**config.mk**
```make
export PLATFORM = sky130hd
export DESIGN_NAME = key_provisioner_flat
export DESIGN_NICKNAME = d
export VERILOG_FILES = /design/src/rtl/key_provisioner_if.sv /design/src/rtl/key_provisioner.sv /design/src/flat_wrapper.sv
export SDC_FILE = /design/constraint.sdc
export NUM_CORES = 1
export LEC_CHECK = 0
export CORE_ASPECT_RATIO = 2
export CORE_MARGIN = 10
export CORE_UTILIZATION = 41
export CTS_CLUSTER_DIAMETER = 150
export DETAILED_ROUTE_END_ITERATION = 6
export DONT_BUFFER_PORTS = 1
export PLACE_DENSITY_LB_ADDON = 0.15
export RECOVER_POWER = 50
export SETUP_SLACK_MARGIN = 0.4
export SLEW_MARGIN = 25
export SYNTH_ARGS = -nofsm -noshare
export SYNTH_HDL_FRONTEND = slang
export SYNTH_SLANG_ARGS = --single-unit
```
**constraint.sdc**
```tcl
create_clock -name clk -period 1.9 [get_ports clk]
set_input_delay 0.38 -clock clk [delete_from_list [all_inputs] [get_ports clk]]
set_output_delay 0.38 -clock clk [all_outputs]
set_load 0.05 [all_outputs]
```
**src/rtl/key_provisioner_if.sv**
```systemverilog
// key_provisioner_if: start/serial-load handshake and key delivery bundle for key_provisioner
interface key_provisioner_if #(
    parameter int KEY_W = 8
);
    logic             start;
    logic             key_svalid;
    logic             key_sdata;
    logic [KEY_W-1:0] keyinput;
    logic             key_ready;
    logic             key_err;
    logic             busy;
    logic             locked_out;
    modport master (
        output start, key_svalid, key_sdata,
        input  keyinput, key_ready, key_err, busy, locked_out
    );
    modport slave (
        input  start, key_svalid, key_sdata,
        output keyinput, key_ready, key_err, busy, locked_out
    );
endinterface

```
**src/rtl/key_provisioner.sv**
```systemverilog
// key_provisioner: serial key loader with even-parity check, idle timeout and failure lockout
module key_provisioner #(
    parameter int               KEY_W    = 8,
    parameter int               TIMEOUT  = 16,
    parameter int               MAX_FAIL = 3,
    parameter logic [KEY_W-1:0] DECOY    = '0
) (
    input logic clk,
    input logic rst,
    key_provisioner_if.slave io
);
    localparam int BW = $clog2(KEY_W + 1);
    localparam int IW = $clog2(TIMEOUT + 1);
    localparam int FW = $clog2(MAX_FAIL + 1);
    typedef enum logic [2:0] {IDLE, LOAD, CHECK, ARMED, LOCKOUT} state_t;
    state_t           state, next;
    logic [BW-1:0]    bit_cnt;
    logic [IW-1:0]    idle_cnt;
    logic [FW-1:0]    fail_cnt, fail_inc;
    logic [KEY_W-1:0] shadow;
    logic             parity, pass, fail_ev, timeout, accept;
    assign accept        = state == LOAD && io.key_svalid;
    assign timeout       = state == LOAD && !io.key_svalid && idle_cnt == IW'(TIMEOUT - 1);
    assign pass          = ~(^shadow ^ parity);
    assign fail_inc      = fail_cnt == FW'(MAX_FAIL) ? fail_cnt : fail_cnt + 1'b1;
    assign io.busy       = state == LOAD || state == CHECK;
    assign io.locked_out = state == LOCKOUT;
    // Next state; a failed attempt diverts to IDLE or, once the limit is hit, LOCKOUT
    always_comb begin
        next    = state;
        fail_ev = 1'b0;
        case (state)
            IDLE:    next = io.start ? LOAD : IDLE;
            LOAD:    if (accept && bit_cnt == BW'(KEY_W)) next = CHECK; else fail_ev = timeout;
            CHECK:   if (pass) next = ARMED; else fail_ev = 1'b1;
            ARMED:   next = io.start ? LOAD : ARMED;
            default: next = LOCKOUT;
        endcase
        if (fail_ev) next = fail_inc == FW'(MAX_FAIL) ? LOCKOUT : IDLE;
    end
    // State, counters, shadow capture and registered outputs; the locking failure shows only as locked_out
    always_ff @(posedge clk) begin
        if (rst) begin
            state       <= IDLE;
            bit_cnt     <= '0;
            idle_cnt    <= '0;
            fail_cnt    <= '0;
            shadow      <= '0;
            parity      <= 1'b0;
            io.keyinput <= DECOY;
            io.key_ready <= 1'b0;
            io.key_err  <= 1'b0;
        end else begin
            state        <= next;
            io.key_err   <= fail_ev && next != LOCKOUT;
            io.key_ready <= next == ARMED;
            io.keyinput  <= next == ARMED ? (state == CHECK ? shadow : io.keyinput) : DECOY;
            if (fail_ev) fail_cnt <= fail_inc;
            else if (state == CHECK) fail_cnt <= '0;
            if (next == LOAD && state != LOAD) begin
                bit_cnt  <= '0;
                idle_cnt <= '0;
                shadow   <= '0;
                parity   <= 1'b0;
            end else if (accept) begin
                bit_cnt  <= bit_cnt + 1'b1;
                idle_cnt <= '0;
                if (bit_cnt < BW'(KEY_W)) shadow <= shadow | (KEY_W'(io.key_sdata) << bit_cnt);
                else parity <= io.key_sdata;
            end else if (state == LOAD) begin
                idle_cnt <= idle_cnt + 1'b1;
            end
        end
    end
endmodule

```
**src/flat_wrapper.sv**
```systemverilog
// flat-port wrapper written by rule: the top's interface ports become plain ports
module key_provisioner_flat 
#(
    parameter int               KEY_W    = 8,
    parameter int               TIMEOUT  = 16,
    parameter int               MAX_FAIL = 3,
    parameter logic [KEY_W-1:0] DECOY    = '0
)
  (clk, rst, io_start, io_key_svalid, io_key_sdata, io_keyinput, io_key_ready, io_key_err, io_busy, io_locked_out);
  key_provisioner_if #(.KEY_W(KEY_W)) io_i ();
  input logic clk;
  input logic rst;
  input wire logic [$bits(io_i.start)-1:0] io_start;
  input wire logic [$bits(io_i.key_svalid)-1:0] io_key_svalid;
  input wire logic [$bits(io_i.key_sdata)-1:0] io_key_sdata;
  output wire logic [$bits(io_i.keyinput)-1:0] io_keyinput;
  output wire logic [$bits(io_i.key_ready)-1:0] io_key_ready;
  output wire logic [$bits(io_i.key_err)-1:0] io_key_err;
  output wire logic [$bits(io_i.busy)-1:0] io_busy;
  output wire logic [$bits(io_i.locked_out)-1:0] io_locked_out;
  assign io_i.start = io_start;
  assign io_i.key_svalid = io_key_svalid;
  assign io_i.key_sdata = io_key_sdata;
  assign io_keyinput = io_i.keyinput;
  assign io_key_ready = io_i.key_ready;
  assign io_key_err = io_i.key_err;
  assign io_busy = io_i.busy;
  assign io_locked_out = io_i.locked_out;
  key_provisioner #(.KEY_W(KEY_W), .TIMEOUT(TIMEOUT), .MAX_FAIL(MAX_FAIL), .DECOY(DECOY)) u_core (.clk(clk), .rst(rst), .io(io_i));
endmodule
```
==> out/qor.yml, run 1 <==
path_cells: "clkbuf_1 > nor3b_4 > buf_6 > or2_4"
setup_viol: 0
fmax_ghz: 0.5584
drt_first_pass_iters: 4
grt_pass1_wl_um: 5823
hold_class: "input pin to flip-flop"
io_pins: 17
fillers: 345
fin_crit_ns: 1.791
ys_seq_area_share_pct: 44.22
synth_ff_type: "dfxtp_1"
synth_cell_types: 36
wl_per_cell_um: 15.49
synth_edf_count: 0
worstMarginPinSlew_ns: 0.5215
setup_tns_ns: 0
rsz0062_at_grt: "true"
slew_headroom_pct: 65.19
io_buffers: 0
syn_inst: 170
initialDrtViolationCount: 36
htreeDepth: 2
placed_area_sq_mm: 0.001597
crit_arrival_ns: 1.41
grt_max_degree: 14
fin_util_pct: 53.09
final_cell_area_sq_mm: 0.001894
core_area_sq_mm: 0.003568
area_growth_pct: 26.80
drc: 0
final_antenna_net_count: 0
synthesis.area_sq_mm: 0.001494
finalWirelength_um: 3687
grt_pass1_vias: 1238
worst-path-buf-inv: 2
hold_ws_ns: 0.1510
endpoint_kind: "output port"
avgSynthCellArea_sq_um: 8.788
cts.sinks: 33
fin_skew_ns: 0.006573
total_power_uw: 1301
gp_congestion: 0.7949
die_w_um: 62.69
syn_nets: 179
outcome: "complete, no violations"
grtUsageTotal_pct: 10.87
seqCellArea_sq_um: 676.9
fin_nets: 197
overflow: 0
drv_cap: 0
start_util_pct: 41.87
cts-root-buf: "clkbuf_8"
multi_input_area_sq_um: 902.1
die_area_sq_mm: 0.006605
vias_per_cell: 5.160
criticalPathCategory: "flip-flop to output port"
start_kind: "flip-flop"
finalMaxSlewViolations: 0
yosys_warnings: 0
diodes: 0
post-route-period-util_pct: 94.25
die_y_um: 105.4
dp_hpwl_um: 2528
cts_buffers: 5
slowest_delay_ns: 0.35
cp.required_ns: 1.52
p_per_area_mw_per_mm2: 686.7
cts.clk_slew.worst_paths_ns: 0.07
synth_async_sr_flop_share_pct: 0
ir_drop_mv: 0.4547
clk_path_buf_depth: 2
cts_tree: "built"
synth-seq-cells: 33
via_count: 1228
std_cell_rows: 31
antenna_found_initial: 0
p_leak_uw: 0.0006717
cpLargestDelayFamily: "buffers and inverters"
finalHoldViolCount: 0
cp_max_fo: 5
drive_gt1_share_pct: 28.57
insertion_delay_ns: 0.28
final_cell_mix: "24 x nand2_1, 24 x dfxtp_1, 19 x nor2_1"
crit_slowest_cell: "dfxtp_1"
Yosys cell counts (2+ instances only):
cell type / count / share of area (%)
buf_2: 4 / 1.3
a21oi_1: 15 / 5.0
mux2i_1: 3 / 2.0
inv_1: 8 / 2.0
nor2b_1: 4 / 1.7
a211oi_1: 3 / 1.5
xnor2_1: 6 / 3.5
nand2_1: 25 / 6.3
nand3_1: 3 / 1.0
nor3_1: 5 / 1.7
a311oi_1: 2 / 1.2
a31oi_1: 5 / 2.1
nor4_1: 3 / 1.3
xnor3_1: 2 / 3.0
clkbuf_1: 3 / 0.75
ha_1: 4 / 3.4
nor3b_1: 3 / 1.5
nor2_1: 20 / 5.0
dfxtp_1: 33 / 44
xor2_1: 3 / 1.8
layout make-up:
type,instances,area share (%)
clock inverter,2,0.5284
clock buffer,6,3.831
inverter,8,1.717
timing repair buffer,17,7.332
sequential,33,35.73
multi-input combinational,123,47.62
tap,49,3.236
path summary, 6_finish.rpt:
check / cells after the start / slack [ns] / from / to
max: 4 / 0.11 / u_core.state[0]$_SDFF_PP0_ / io_busy
min: 1 / 0.15 / rst / u_core.state[2]$_SDFF_PP0_
max reg2reg: 4 / 0.15 / u_core.shadow[4]$_SDFFE_PP0P_ / u_core.io.key_err$_SDFF_PP0_
min reg2reg: 2 / 0.48 / u_core.shadow[6]$_SDFFE_PP0P_ / u_core.io.keyinput[6]$_SDFFE_PP0P_
cells by family (layout without fill, tap and decap cells):
family / after synthesis / after routing / share of synthesized area, %
xor gates and xnor gates: 11 / 11 / 8.292
buffers and inverters: 15 / 33 / 4.104
and+or+nand+nor: 70 / 70 / 21.44
AOI/OAI and AO/OA: 33 / 34 / 15.58
adders and majority gates: 4 / 4 / 3.350
DFF: 33 / 33 / 44.22
muxes: 4 / 4 / 3.015
power by group:
group / total (uW) / switching (uW) / internal [uW] / leakage (uW)
sequential: 700 / 4.59 / 695 / 0.000271
combinational: 99.4 / 58.6 / 40.9 / 0.000355
clock: 501 / 248 / 253 / 0.0000450
state kept, by name, summed over array words and instances, names as in the netlist:
signal               count
u_core.io.keyinput       8
u_core.fail_cnt          2
u_core.bit_cnt           4
u_core.state             3
u_core.idle_cnt          5
u_core.io.key_ready      1
u_core.io.key_err        1
u_core.parity            1
u_core.shadow            8
per-layer routing:
| metal | up-vias | GRT usage, % | part of all wire (%) |
|---|---|---|---|
| li1 | 626 | - | - |
| met1 | 568 | 9.906 | 36 |
| met2 | 22 | 20.65 | 56 |
| met3 | 12 | 3.712 | 4.2 |
| met4 | 0 | 5.145 | 3.9 |
| met5 | - | 0 | 0 |
through the flow:
stage | cells | setup WS (ns)
after global routing | 238 | 0.05727
after floorplan | 170 | 0.2966
after CTS | 232 | 0.1625
after global placement | 219 | 0.1408
final | 238 | 0.1093
after detailed placement | 219 | 0.08904
what timing repair did:
item,in CTS,in global routing
hold buffers,0,0
cloned,0,1
pin swaps,6,6
setup endpoints to repair,26,24
endpoints found under the hold margin,0,0
buffers inserted,5,5
resized for setup,16,20
Note: power is estimated with default switching activity, not from simulation.
==> run 2: changes to the inputs <==
--- a/config.mk
+++ b/config.mk
@@ -9,8 +9,10 @@
 export CORE_MARGIN = 10
 export CORE_UTILIZATION = 41
 export CTS_CLUSTER_DIAMETER = 150
+export CTS_CLUSTER_SIZE = 40
 export DETAILED_ROUTE_END_ITERATION = 6
 export DONT_BUFFER_PORTS = 1
+export GPL_TIMING_DRIVEN = 1
 export PLACE_DENSITY_LB_ADDON = 0.15
 export RECOVER_POWER = 50
 export SETUP_SLACK_MARGIN = 0.4
==> results of run 2 <==
No change in the layout: final DEF, timing and power equal those of run 1.
